## config.mk

```make
export PLATFORM = sky130hd
export DESIGN_NAME = fifo_pkt_wr_arb
export DESIGN_NICKNAME = d
export VERILOG_FILES = /design/src/rtl/fifo_ctrl_pkg.sv /design/src/rtl/fifo_pkt_wr_arb_rr_pick.sv /design/src/rtl/fifo_pkt_wr_arb.sv
export SDC_FILE = /design/constraint.sdc
export NUM_CORES = 1
export LEC_CHECK = 0
export CORE_AREA = 2 2 266 268
export CTS_BUF_LIST = sky130_fd_sc_hd__clkbuf_2
export DETAILED_ROUTE_END_ITERATION = 7
export DIE_AREA = 0 0 268 270
export GPL_TIMING_DRIVEN = 0
export SKIP_LAST_GASP = 1
export SYNTH_ARGS = -nofsm -noshare
export SYNTH_HDL_FRONTEND = slang
export SYNTH_SLANG_ARGS = --single-unit
export TNS_END_PERCENT = 30
```

## constraint.sdc

```tcl
create_clock -name clk -period 2.6 [get_ports clk]
set_input_delay 0.78 -clock clk [delete_from_list [all_inputs] [get_ports clk]]
set_output_delay 0.78 -clock clk [all_outputs]
set_load 0.02 [all_outputs]
```

## src/rtl/fifo_ctrl_pkg.sv

```systemverilog
// Shared definitions for the packet-write arbiter in front of the 128-bit FIFO.
package fifo_ctrl_pkg;

    localparam int DEF_DW     = 128;
    localparam int DEF_CNT_W  = 9;
    localparam int PKT_CNT_W  = 16;

    typedef enum logic {
        IDLE = 1'b0,
        PKT  = 1'b1
    } arb_state_t;

endpackage

```

## src/rtl/fifo_pkt_wr_arb_rr_pick.sv

```systemverilog
// Combinational round-robin selector: first set request at or after the start pointer.
module rr_pick #(
    parameter int N = 4
) (
    input  logic [N-1:0] req,
    input  logic [2:0]   start,
    output logic         found,
    output logic [2:0]   index
);

    logic [2*N-1:0] rotated;
    logic [3:0]     pos;

    // Rotating a doubled copy puts the request at the start pointer into bit 0.
    always_comb begin
        found   = 1'b0;
        index   = '0;
        pos     = '0;
        rotated = {req, req} >> start;
        for (int k = 0; k < N; k++) begin
            pos = {1'b0, start} + 4'(k);
            if (pos >= 4'(N)) begin
                pos = pos - 4'(N);
            end
            if (!found && rotated[k]) begin
                found = 1'b1;
                index = pos[2:0];
            end
        end
    end

endmodule

```

## src/rtl/fifo_pkt_wr_arb.sv

```systemverilog
// Packet-atomic write arbiter: locks one requester per packet and streams its beats into the FIFO.
module fifo_pkt_wr_arb
    import fifo_ctrl_pkg::*;
#(
    parameter int NUM_PORTS    = 4,
    parameter int DW           = DEF_DW,
    parameter int CNT_W        = DEF_CNT_W,
    parameter int AFULL_THRESH = 240
) (
    input  logic                    clk,
    input  logic                    rst,
    input  logic [NUM_PORTS-1:0]    in_valid,
    input  logic [NUM_PORTS-1:0]    in_last,
    input  logic [NUM_PORTS*DW-1:0] in_data,
    output logic [NUM_PORTS-1:0]    in_ready,
    output logic [DW-1:0]           fifo_din,
    output logic                    fifo_wr_en,
    input  logic                    fifo_full,
    input  logic [CNT_W-1:0]        fifo_data_count,
    output logic [2:0]              grant_id,
    output logic                    busy,
    output logic [PKT_CNT_W-1:0]    pkt_count
);

    localparam logic [CNT_W-1:0] AFULL_LVL = CNT_W'(AFULL_THRESH);
    localparam logic [2:0]       LAST_IDX  = 3'(NUM_PORTS - 1);

    arb_state_t state, next_state;
    logic [2:0] rr_ptr;
    logic       pick_found;
    logic [2:0] pick_idx;
    logic       g_valid;
    logic       g_last;
    logic       eop;

    rr_pick #(.N(NUM_PORTS)) u_rr_pick (
        .req   (in_valid),
        .start (rr_ptr),
        .found (pick_found),
        .index (pick_idx)
    );

    // Granted port's beat is a pure mux so the write path has no added latency.
    always_comb begin
        fifo_din = '0;
        g_valid  = 1'b0;
        g_last   = 1'b0;
        for (int i = 0; i < NUM_PORTS; i++) begin
            if (grant_id == 3'(i)) begin
                fifo_din = in_data[i*DW +: DW];
                g_valid  = in_valid[i];
                g_last   = in_last[i];
            end
        end
    end

    assign busy = (state == PKT) && !rst;

    // Almost-full only gates the start of a packet; mid-packet only fifo_full stalls.
    always_comb begin
        next_state = state;
        in_ready   = '0;
        fifo_wr_en = 1'b0;
        eop        = 1'b0;
        case (state)
            IDLE: begin
                if (pick_found && (fifo_data_count < AFULL_LVL)) begin
                    next_state = PKT;
                end
            end
            PKT: begin
                for (int i = 0; i < NUM_PORTS; i++) begin
                    in_ready[i] = (grant_id == 3'(i)) && !fifo_full;
                end
                fifo_wr_en = g_valid && !fifo_full;
                if (fifo_wr_en && g_last) begin
                    eop        = 1'b1;
                    next_state = IDLE;
                end
            end
            default: next_state = IDLE;
        endcase
        if (rst) begin
            in_ready   = '0;
            fifo_wr_en = 1'b0;
            eop        = 1'b0;
            next_state = IDLE;
        end
    end

    always_ff @(posedge clk) begin
        if (rst) begin
            state     <= IDLE;
            rr_ptr    <= '0;
            grant_id  <= '0;
            pkt_count <= '0;
        end else begin
            state <= next_state;
            if (state == IDLE && next_state == PKT) begin
                grant_id <= pick_idx;
            end
            if (eop) begin
                rr_ptr    <= (grant_id == LAST_IDX) ? 3'd0 : grant_id + 3'd1;
                pkt_count <= pkt_count + 1'b1;
            end
        end
    end

endmodule

```

==> results of run 1 <==
[worst max-delay path, stage by stage, from the launching register on]
cell	delay (ns)
dfxtp_4	0.42
buf_6	0.12
ha_4	0.17
nor2b_4	0.14
buf_12	0.13
clkbuf_16	0.17
clkbuf_16	0.19
a221o_1	0.35
o21ai_4	0.16
o21ai_4	0.11
buf_6	0.15
[metal layers]
layer  vias to the layer above  share of wire
li1                       4531              -
met1                      4717           0.39
met2                       727           0.47
met3                       123          0.095
met4                        12          0.044
met5                         -         0.0010
[per-stage QoR]
| stage | setup TNS, ns | total power [mW] | instances |
|---|---|---|---|
| after floorplan | -25.78 | 1.80 | 789 |
| after global routing | -86.13 | 4.43 | 2454 |
| after detailed placement | -292.55 | 3.90 | 2408 |
| after global placement | -301.80 | 3.90 | 2408 |
| after CTS | -79.25 | 4.15 | 2441 |
| final | -71.33 | 4.21 | 2456 |
[what timing repair did]
action | CTS | global route
pin swaps | 31 | 24
gates cloned | 8 | 3
setup buffers | 21 | 2
gates resized for setup | 716 | 263
setup endpoints to repair | 137 | 143
[cells in the mapped netlist (2+ instances only)]
cell type / number
nor3_1: 3
nor3b_1: 7
a31oi_1: 2
buf_2: 6
nand2_1: 138
and3_1: 2
nor2_1: 13
a221o_1: 128
a211oi_1: 5
ha_1: 6
inv_1: 10
o21ai_0: 260
o21ai_1: 13
or4_1: 4
nand3_1: 5
a21oi_1: 23
nand2b_1: 5
buf_1: 4
nor2b_1: 9
clkbuf_1: 85
o211ai_1: 3
nand4_1: 3
or3_1: 12
a2111oi_4: 2
o31ai_1: 3
dfxtp_1: 23
[cell type report]
type                    count  area [um^2]
multi-input cells         661         4400
flip-flops and latches     23          472
inverters                  10         42.5
clock buffers               4         20.0
repair buffers            713         6830
fillers                  7958        55500
well taps                 940         1180
plain buffers              95         1030
diodes                     10         25.0
[where the power goes]
| group | switching [mW] | leakage [nW] | total [mW] | internal (mW) |
|---|---|---|---|---|
| registers | 0.00781 | 0.188 | 0.364 | 0.357 |
| clock network | 0.104 | 0.0167 | 0.145 | 0.0407 |
| logic | 1.86 | 4.75 | 3.70 | 1.84 |
[logic make-up (layout without fill, tap and decap cells)]
kind of cell,Yosys count,count (layout)
AOI/OAI and AO/OA,447,447
and+or+nand+nor,206,206
buffers and inverters,105,822
DFF,23,23
adders and majority gates,6,6
xor gates and xnor gates,1,1
muxes,1,1
other,0,10
[state kept, by name, indices dropped and copies added (netlist names)]
name	cells
pkt_count	16
grant_id	3
rr_ptr	3
state	1
[worst min-delay path by stage]
stage,from,to,slack [ns],cells past startpoint
global route,pkt_count[15],pkt_count[15],0.53,2
CTS,pkt_count[15],pkt_count[15],0.52,2
global placement,pkt_count[15],pkt_count[15],0.48,2
floorplan,state,rr_ptr[2],0.46,1
detailed placement,pkt_count[15],pkt_count[15],0.49,2
finish,pkt_count[15],pkt_count[15],0.51,2
==> summary.md, run 1 <==
| Metric | Value |
|---|---|
| Pwr dens | 301 mW/mm^2 |
| Reg2reg setup slack | 0.04 ns |
| Setup CP Type | reg2out |
| Largest family of logic cells by synthesized area | compound AO/OA/AOI/OAI gates |
| Dominant cell type by area after synthesis | o21ai_0 |
| Flops & latches, synth | 23 |
| Vias in the first global route | 10100 |
| Post-synth top flop | dfxtp_1 |
| Iter 0 DRT Violations | 720 |
| Crit path to | fifo_din[50] |
| CTS root buf | clkbuf_2 |
| Reg2reg end | pkt_count[8] |
| Xor and xnor fraction of the mapped netlist area | 0.00180 |
| Adder-Cell Fraction of Synth Area | 0.0154 |
| Clock Skew | 0.00347 ns |
| First-pass GRT wire length | 79900 um |
| Number of enable flip-flop cells after synthesis | 0 |
| Fin util | 0.201 |
| Detail Route Antenna Nets | 0 |
| Starting Density | 0.0700 |
| Design area | 0.0140 mm^2 |
| Avg Cell Area, Syn | 6.17 um^2 |
| I/O Buffers | 679 |
| Final hold vios | 0 |
| Worst setup SP type | flip-flop |
| Post-DP HPWL | 51100 um |
| GP Congestion | 0.967 |
| Final Max Slew Viols | 0 |
| Worst-Skew Late Latency | 0.32 ns |
| Vias per cell | 4.12 |
| Post-synthesis compound-gate area fraction | 0.614 |
| Post-route minimum period | 3.25 ns |
| 1st-pass router iterations | 6 |
| Detailed Route WL | 62700 um |
| CP startpoint | grant_id[0] |
| Core Region | 0.0695 mm^2 |
| Type of the worst min-delay path | reg2reg |
| Via count | 10100 |
| TritonCTS Buffers | 3 |
| Overall Global Routing Usage | 0.160 |
| GR Overflow Total | 0 |
| Met2 Resource Use GR | 0.279 |
| Critical Path RT | 1.82 ns |
| Sink Count | 23 |
| Layout cell share with drive strength beyond 1 | 0.228 |
| Maximum number of pins on one net before global-route repair | 13 |
| Final setup violation count | 136 |
| Area Growth Syn to Fin | 188% |
| Worst vdd ir | 0.000134 V |
| R2R cell count | 10 |
| Die H | 270 um |
| Slew headroom | 0.426 |
| Failing checks | negative setup slack |
| Busiest grt layer | met2 |
| Simple-Gate Fraction of Synth Area | 0.190 |
| Crit. End Element | output port |
| Mean routed wirelength per cell | 25.5 um |
| Synthesized area | 0.00486 mm^2 |
| Worst Tran Pin Value | 0.857 ns |
| TritonCTS clock tree | yes |
| Netlist cell types | 41 |
| Commonest non-fill, non-tap cell in the layout | clkdlybuf4s50_1 |
| Worst Path Arrival | 2.47 ns |
| Post-synthesis sequential area ratio | 0.0947 |
| M1 GR Usage | 0.184 |
| FFs w/ async S/R, synth | 0 |
| DRC viols | 0 |
| RR Startpoint | grant_id[0] |
| Commonest non-fill, non-tap cells in the layout | 546 x clkdlybuf4s50_1, 146 x o21ai_0, 134 x nand2_1 |
| Cells after synthesis | 789 |
| CTS max path bufs | 2 |
| Clk pin slew, worst setup/hold paths | 0.20 ns |
| Synth area leaders | o21ai_0 27%, a221o_1 26%, nand2_1 11% |
| Post-synthesis net count | 1327 |
| LEAKAGE | 4.95 nW |
| H-tree depth | 1 |
| Hold-fix buffers, CTS | 0 |
| Period utilisation layout | 1.25 |
| YS warnings | 0 |
| Io pins | 685 |
| Fmax | 307 MHz |
| Pre-CTS setup slack | -2.75 ns |
| Die area | 0.0724 mm^2 |
| Setup ws final | -0.653 ns |
| Mux cell area share after synthesis | 0.00206 |
| Hold Slack | 0.508 ns |
| Total of max-cap violations | 0 |
| Die X | 268 um |
| Grt met3 use | 0.0405 |
| Unrepaired setup endpoints after global routing | true |
| Status | finished, violations left |
| Placed instance area | 0.0130 mm^2 |
| Crit path max fanout | 7 |
| Placement Rows | 97 |
| Net count reported at finish | 2045 |
| Initial antenna violation count | 38 |
| Top-area cell type share of the netlist area | 0.267 |
Power figures use the tool's default switching activity.
==> run 2: changes to the inputs <==
--- a/config.mk
+++ b/config.mk
@@ -5,10 +5,11 @@
 export SDC_FILE = /design/constraint.sdc
 export NUM_CORES = 1
 export LEC_CHECK = 0
-export CORE_AREA = 2 2 266 268
+export ABC_AREA = 1
+export CORE_AREA = 2 2 269 271
 export CTS_BUF_LIST = sky130_fd_sc_hd__clkbuf_2
 export DETAILED_ROUTE_END_ITERATION = 7
-export DIE_AREA = 0 0 268 270
+export DIE_AREA = 0 0 271 273
 export GPL_TIMING_DRIVEN = 0
 export SKIP_LAST_GASP = 1
 export SYNTH_ARGS = -nofsm -noshare
==> summary.md, run 2 <==
| Metric | Value |
|---|---|
| First-pass GRT wire length | 77400 um (-3.2%) |
| Synthesized area | 0.00548 mm^2 (+13%) |
| Commonest non-fill, non-tap cells in the layout | 547 x clkdlybuf4s50_1, 284 x nand2_1, 240 x nand3_1 |
| Area Growth Syn to Fin | 184% |
| H-tree depth | 1 (unchanged) |
| Starting Density | 0.0772 (+0.00727) |
| Cells after synthesis | 1104 (+40%) |
| Status | finished, violations left |
| Final setup violation count | 134 (-1.5%) |
| Synth cell count leaders | 312 x nand2_1, 281 x nand3_1, 267 x o21ai_0 |
| Placed Cells | 2734 (+14%) |
| Core Region | 0.0710 mm^2 (+2.1%) |
| Iter 0 DRT Violations | 563 (-22%) |
| Design area | 0.0156 mm^2 (+11%) |
| Mean routed wirelength per cell | 20.5 um (-20%) |
| Io pins | 685 (unchanged) |
| FFs w/ async S/R, synth | 0 (unchanged) |
| Post-synth top flop | dfxtp_1 |
| Die H | 273 um (+1.1%) |
| Internal power | 2.40 mW (+7.2%) |
| Type of the worst min-delay path | reg2reg |
| Post-DP HPWL | 46800 um (-8.3%) |
| Period utilisation layout | 1.21 (-0.0419) |
| I/O Buffers | 680 (+0.15%) |
| Post-synthesis sequential area ratio | 0.0840 (-0.0107) |
| Critical Path RT | 1.82 ns (about the same) |
| Combinational cell fraction of total power | 0.885 (+0.006) |
| Switching Share | 0.467 (-0.00138) |
| Worst setup SP type | flip-flop |
| Number of enable flip-flop cells after synthesis | 0 (unchanged) |
| Switching pwr | 2.10 mW (+6.6%) |
| Placement Rows | 98 (+1.0%) |
| Die X | 271 um (+1.1%) |
| Detail Route Antenna Nets | 0 (unchanged) |
| Most frequent cell after synthesis | nand2_1 |
| YS warnings | 0 (unchanged) |
| Flops & latches, synth | 23 (unchanged) |
| Netlist cell types | 34 (-17%) |
| Failing checks | negative setup slack |
| Final hold vios | 0 (unchanged) |
| Detailed Route WL | 57000 um (-9.1%) |
| Overall Global Routing Usage | 0.144 (-0.0163) |
| Most flops, register | pkt_count |
| Worst vdd ir | 0.000122 V (-9.5%) |
| Top-area cell type share of the netlist area | 0.257 (-0.0110) |
| Via count | 10800 (+7.1%) |
| Vias in the first global route | 10700 (+6.6%) |
| Initial antenna violation count | 20 (-47%) |
| TritonCTS Buffers | 3 (unchanged) |
| Final non-filler cell total | 2777 (+13%) |
| Sink Count | 23 (unchanged) |
| Worst Path Arrival | 2.36 ns (-0.11 ns) |
| Fmax | 318 MHz (+3.5%) |
| Final setup TNS | -57.85 ns (+13.48 ns) |
| Setup CP Type | reg2out |
| Dominant cell type by area after synthesis | nand3_1 |
| GR Overflow Total | 0 (unchanged) |
| Post-route minimum period | 3.14 ns (-0.109 ns) |
| Net count reported at finish | 2363 (+16%) |
| Biggest regs | pkt_count (16), grant_id (3), rr_ptr (3) |
| Clock Skew | 0.000742 ns (-0.00273 ns) |
| Post-synthesis net count | 1642 (+24%) |
| TritonCTS clock tree | yes |
| Pwr dens | 289 mW/mm^2 (-3.9%) |
| Crit. End Element | output port |
| CTS max path bufs | 2 (unchanged) |
| LEAKAGE | 6.28 nW (+27%) |
| CTS root buf | clkbuf_2 |
| Unrepaired setup endpoints after global routing | true |
| Final Max Slew Viols | 0 (unchanged) |
| Layout cell share with drive strength beyond 1 | 0.286 (+0.0579) |
| 1st-pass router iterations | 5 (-1) |
| Reg power frac | 0.080 (-0.006) |
| Die area | 0.0740 mm^2 (+2.2%) |
| Max FFs per register | 16 (unchanged) |
| Total chip power | 4.50 mW (+6.9%) |
| DRC viols | 0 (unchanged) |
| Clock Power Share | 0.035 (about the same) |
| Setup ws final | -0.544 ns (+0.109 ns) |
| Worst-Skew Late Latency | 0.35 ns (+0.03 ns) |
| Maximum number of pins on one net before global-route repair | 14 (+1) |
| Commonest non-fill, non-tap cell in the layout | clkdlybuf4s50_1 |
| Slew headroom | 0.676 (+0.250) |
| Crit path max fanout | 8 (+1) |
| Total of max-cap violations | 0 (unchanged) |
| GP Congestion | 0.909 (-6.0%) |
| Placed instance area | 0.0139 mm^2 (+7.1%) |
| Worst Tran Pin Value | 0.486 ns (-0.370 ns) |
| Vias per cell | 3.90 (-5.3%) |
| Avg Cell Area, Syn | 4.97 um^2 (-19%) |
| Clk pin slew, worst setup/hold paths | 0.24 ns (+0.04 ns) |
| Synth area leaders | nand3_1 26%, o21ai_0 24%, nand2_1 21% |
[run 2: changes by cell type in the layout (fill, tap and decap cells not counted), moves of 50 or more]
cell | before | now
buf_6 | 25 | 75
nand2_1 | 134 | 284
o21ai_0 | 146 | 81
a221o_1 | 127 | 0
nand3_1 | 5 | 240
o21ai_2 | 65 | 158
[run 2: worst paths after layout]
| kind | from | endpoint | slack [ns] | cells past startpoint |
|---|---|---|---|---|
| setup / recovery | grant_id[0] | fifo_din[64] | -0.54 | 12 |
| hold / removal | rr_ptr[2] | rr_ptr[2] | 0.49 | 2 |
| setup reg to reg | grant_id[0] | pkt_count[15] | 0.35 | 18 |
| hold reg to reg | rr_ptr[2] | rr_ptr[2] | 0.49 | 2 |
[run 2: area by class of cell]
cell class | instances | area, um^2
sequential | 23 | 469
buffer | 102 | 1160
fill | 7928 | 55400
clock inverter | 1 | 5.00
multi-input combinational | 940 | 5430
clock buffer | 3 | 15.0
inverter | 38 | 160
timing repair buffer | 717 | 7140
tap | 950 | 1190
antenna | 3 | 7.51
[run 2: critical path: stages, from the launching register on]
cell and delay [ns]:
dfxtp_4 0.43, buf_6 0.10, ha_4 0.14, clkinvlp_4 0.11, nor2_4 0.12, clkbuf_16 0.19, buf_12 0.17, buf_8 0.14
nand2_2 0.05, nand3_2 0.07, o21ai_2 0.06, o21ai_2 0.23, buf_6 0.16
[run 2: cells by family after synthesis]
family          count (synthesis)  share of synthesized area
xor+xnor                        4                    0.00639
simple gates                  646                      0.523
buf+inv                       141                      0.110
flops                          23                     0.0840
compound gates                284                      0.263
fa+ha+maj                       6                     0.0137
[run 2: what timing repair did]
item,in CTS,in global routing
setup endpoints to repair,134,134
setup buffers,30,2
gates cloned,6,2
resized for setup,943,172
endpoints found under the hold margin,0,0
pin swaps,27,55
hold buffers,0,0
[run 2: power groups by stage]
| stage | registers [mW] | logic [mW] | clock network [mW] |
|---|---|---|---|
| 6_report | 0.362 | 3.99 | 0.156 |
| 5_1_grt | 0.363 | 4.24 | 0.173 |
| 4_1_cts | 0.362 | 3.81 | 0.161 |
| 3_5_place_dp | 0.369 | 3.57 | 0 |
| 3_3_place_gp | 0.369 | 3.57 | 0 |
| 2_1_floorplan | 0.372 | 1.53 | 0 |
[run 2: through the flow]
| stage | util | hold WS, ns | setup slack (ns) |
|---|---|---|---|
| after global placement | 0.196 | 0.462 | -2.64 |
| after detailed placement | 0.196 | 0.469 | -2.36 |
| after floorplan | - | 0.444 | -0.0556 |
| final | 0.219 | 0.493 | -0.544 |
| after global routing | 0.219 | 0.561 | -0.631 |
| after CTS | 0.213 | 0.499 | -0.534 |
[run 2: routing by layer]
| metal | share of wire | global-route usage | routed length, um | vias up |
|---|---|---|---|---|
| met5 | 0.0012 | 0 | 66 | - |
| met3 | 0.089 | 0.0396 | 5080 | 65 |
| met4 | 0.023 | 0.0237 | 1340 | 10 |
| met1 | 0.44 | 0.190 | 24900 | 4906 |
| met2 | 0.45 | 0.235 | 25600 | 588 |
| li1 | - | - | - | 5258 |
==> run 3: changes to the inputs <==
--- a/config.mk
+++ b/config.mk
@@ -6,10 +6,10 @@
 export NUM_CORES = 1
 export LEC_CHECK = 0
 export ABC_AREA = 1
-export CORE_AREA = 2 2 269 271
+export CORE_AREA = 2 2 267 269
 export CTS_BUF_LIST = sky130_fd_sc_hd__clkbuf_2
 export DETAILED_ROUTE_END_ITERATION = 7
-export DIE_AREA = 0 0 271 273
+export DIE_AREA = 0 0 269 271
 export GPL_TIMING_DRIVEN = 0
 export SKIP_LAST_GASP = 1
 export SYNTH_ARGS = -nofsm -noshare
==> constraint.sdc (replaced) <==
create_clock -name clk -period 3.8 [get_ports clk]
set_input_delay 1.14 -clock clk [delete_from_list [all_inputs] [get_ports clk]]
set_output_delay 1.14 -clock clk [all_outputs]
set_load 0.02 [all_outputs]
==> summary.md, run 3 (synthesis results as in run 2) <==
| Metric | Value |
|---|---|
| Status | finished, violations left |
| Failing checks | negative setup slack |
| CTS root buf | clkbuf_2 |
| Post-route minimum period | 3.92 ns |
| Core Region | 0.0698 mm^2 (-1.7%) |
| Vias in the first global route | 10800 (+0.70%) |
| First-pass GRT wire length | 81600 um (+5.4%) |
| Setup ws final | -0.116 ns (+0.427 ns) |
| Post-DP HPWL | 53300 um (+14%) |
| Overall Global Routing Usage | 0.161 (+0.0173) |
| Fmax | 255 MHz |
| Reg2reg end | pkt_count[12] |
| Net count reported at finish | 2334 (-1.2%) |
| Final setup TNS | -0.164 ns (+57.69 ns) |
| Starting Density | 0.0786 (+0.00134) |
| GP Congestion | 0.924 (+1.7%) |
| Pre-CTS setup slack | -1.25 ns (+1.11 ns) |
| Internal power | 1.33 mW (-45%) |
| Clock Skew | 0.00162 ns (+0.000877 ns) |
| Hold-fix buffers, CTS | 0 (unchanged) |
| Sequential Area | 467 um^2 (-0.53%) |
| Max FFs per register | 16 (unchanged) |
| I/O Buffers | 680 (unchanged) |
| Most flops, register | pkt_count |
| Placed Cells | 2725 (-0.33%) |
| Reg power frac | 0.094 (+0.014) |
| Area Growth Syn to Fin | 153% |
| Total of max-cap violations | 0 (unchanged) |
| Period utilisation layout | 1.03 |
| Reg2reg setup slack | 1.61 ns (+1.26 ns) |
| Combinational cell fraction of total power | 0.868 (-0.017) |
| Commonest non-fill, non-tap cells in the layout | 552 x clkdlybuf4s50_1, 311 x nand2_1, 274 x nand3_1 |
| Biggest regs | pkt_count (16), grant_id (3), rr_ptr (3) |
| Detail Route Antenna Nets | 0 (unchanged) |
| Clock Power Share | 0.039 (+0.004) |
| Iter 0 DRT Violations | 711 (+26%) |
| Fin util | 0.199 (-0.0208) |
| Vias per cell | 3.96 (+1.5%) |
| Hold Slack | 0.499 ns (+0.00595 ns) |
| Io pins | 685 (unchanged) |
| Initial antenna violation count | 36 (+80%) |
| Unrepaired setup endpoints after global routing | true |
| Via count | 10900 (+0.34%) |
| Sink Count | 23 (unchanged) |
| DRC viols | 0 (unchanged) |
| Placed instance area | 0.0135 mm^2 (-3.2%) |
| Switching Share | 0.499 (+0.0320) |
| GR Overflow Total | 0 (unchanged) |
| Die area | 0.0729 mm^2 (-1.5%) |
| H-tree depth | 1 (unchanged) |
| Hold depth | 2 (unchanged) |
| Worst-Skew Late Latency | 0.34 ns (about the same) |
| TritonCTS clock tree | yes |
| Total chip power | 2.65 mW (-41%) |
| Pwr dens | 191 mW/mm^2 (-34%) |
| Die X | 269 um (-0.74%) |
| Switching pwr | 1.32 mW (-37%) |
| TritonCTS Buffers | 3 (unchanged) |
| Type of the worst min-delay path | reg2reg |
| Area of the multi-input gates | 0.00450 mm^2 (-17%) |
| Final setup violation count | 3 (-98%) |
| Worst setup SP type | primary input |
| Placement Rows | 97 (-1.0%) |
| 1st-pass router iterations | 5 (unchanged) |
| Critical Path RT | 2.66 ns (+0.84 ns) |
| Slew headroom | 0.526 (-0.149) |
| Worst Hold Launch | rr_ptr[2] |
| Worst vdd ir | 0.0000908 V (-25%) |
| Hold endpoint | rr_ptr[2] |
| Design area | 0.0139 mm^2 (-11%) |
| Worst Path Arrival | 2.78 ns (+0.42 ns) |
| LEAKAGE | 5.51 nW (-12%) |
| R2R cell count | 17 (-1) |
| Commonest non-fill, non-tap cell in the layout | clkdlybuf4s50_1 |
| Clk pin slew, worst setup/hold paths | 0.23 ns (about the same) |
| Crit. End Element | output port |
| Crit path max fanout | 4 (-4) |
| Final non-filler cell total | 2746 (-1.1%) |
| Worst Tran Pin Value | 0.711 ns (+0.224 ns) |
| Final Max Slew Viols | 0 (unchanged) |
| Final hold vios | 0 (unchanged) |
| Layout cell share with drive strength beyond 1 | 0.103 (-0.183) |
| CTS max path bufs | 2 (unchanged) |
| Mean routed wirelength per cell | 22.8 um (+11%) |
| Filler cell count | 8029 (+1.3%) |
| Die H | 271 um (-0.73%) |
| Setup CP Type | in2out |
| RR Startpoint | grant_id[1] |
| Maximum number of pins on one net before global-route repair | 14 (unchanged) |
| Detailed Route WL | 62600 um (+9.8%) |
## run 3: cell types whose count changed in the layout (fill, tap and decap cells not counted), moves of 12 or more
cell           delta
nand3_2          -32
buf_12           -16
nand2_1          +27
o21ai_2         -154
o21ai_0         +159
nand3_1          +34
nand2_4          -14
clkbuf_2         +21
dlygate4sd2_1    +65
buf_4            -24
nand2_2          -13
buf_2            -21
buf_6            -68
clkbuf_1         +12
## run 3: worst max-delay path, cell delays in order
cell and delay, ns:
clkdlybuf4s50_1 0.46, nor2_2 0.22, nand2_1 0.19, nor2_1 0.13, clkdlybuf4s50_1 0.63
## run 3: metal layers
layer  vias to the layer above  track usage  wire length (um)
li1                       5180            -                 -
met1                      4945        0.202             26600
met2                       629        0.255             26800
met3                        80       0.0657              7470
met4                        30       0.0374              1550
met5                         -            0               181
## run 3: worst max-delay path by stage
stage | startpoint | slack (ns) | cells after the start | endpoint
after detailed placement | grant_id[0] | -1.25 | 9 | fifo_din[41]
after floorplan | grant_id[1] | 0.54 | 9 | fifo_din[126]
after CTS | rst | -0.26 | 5 | in_ready[0]
final | rst | -0.12 | 5 | in_ready[2]
after global routing | grant_id[0] | -0.22 | 11 | fifo_din[58]
after global placement | grant_id[1] | -1.56 | 10 | fifo_din[37]
## run 3: power groups by stage
stage	Sequential, mW	Combinational [mW]	Clock (mW)
final	0.248	2.30	0.103
after global routing	0.249	2.47	0.116
after CTS	0.248	2.30	0.109
after detailed placement	0.253	2.36	0
after global placement	0.252	2.36	0
after floorplan	0.254	0.912	0
## run 3: final cells by class
class,instances,share of cell area
flip-flops and latches,23,0.0337
well taps,940,0.0849
clock inverters,1,0.000361
inverters,38,0.0109
diodes,11,0.00199
clock buffers,3,0.00108
multi-input cells,940,0.325
repair buffers,688,0.486
plain buffers,102,0.0555
## run 3: timing repair
| item | 4_1_cts | 5_1_grt |
|---|---|---|
| buffers inserted | 4 | 1 |
| endpoints found under the setup margin | 133 | 132 |
| pin swaps | 3 | 2 |
| cloned | 2 | 0 |
| gates resized for setup | 331 | 146 |
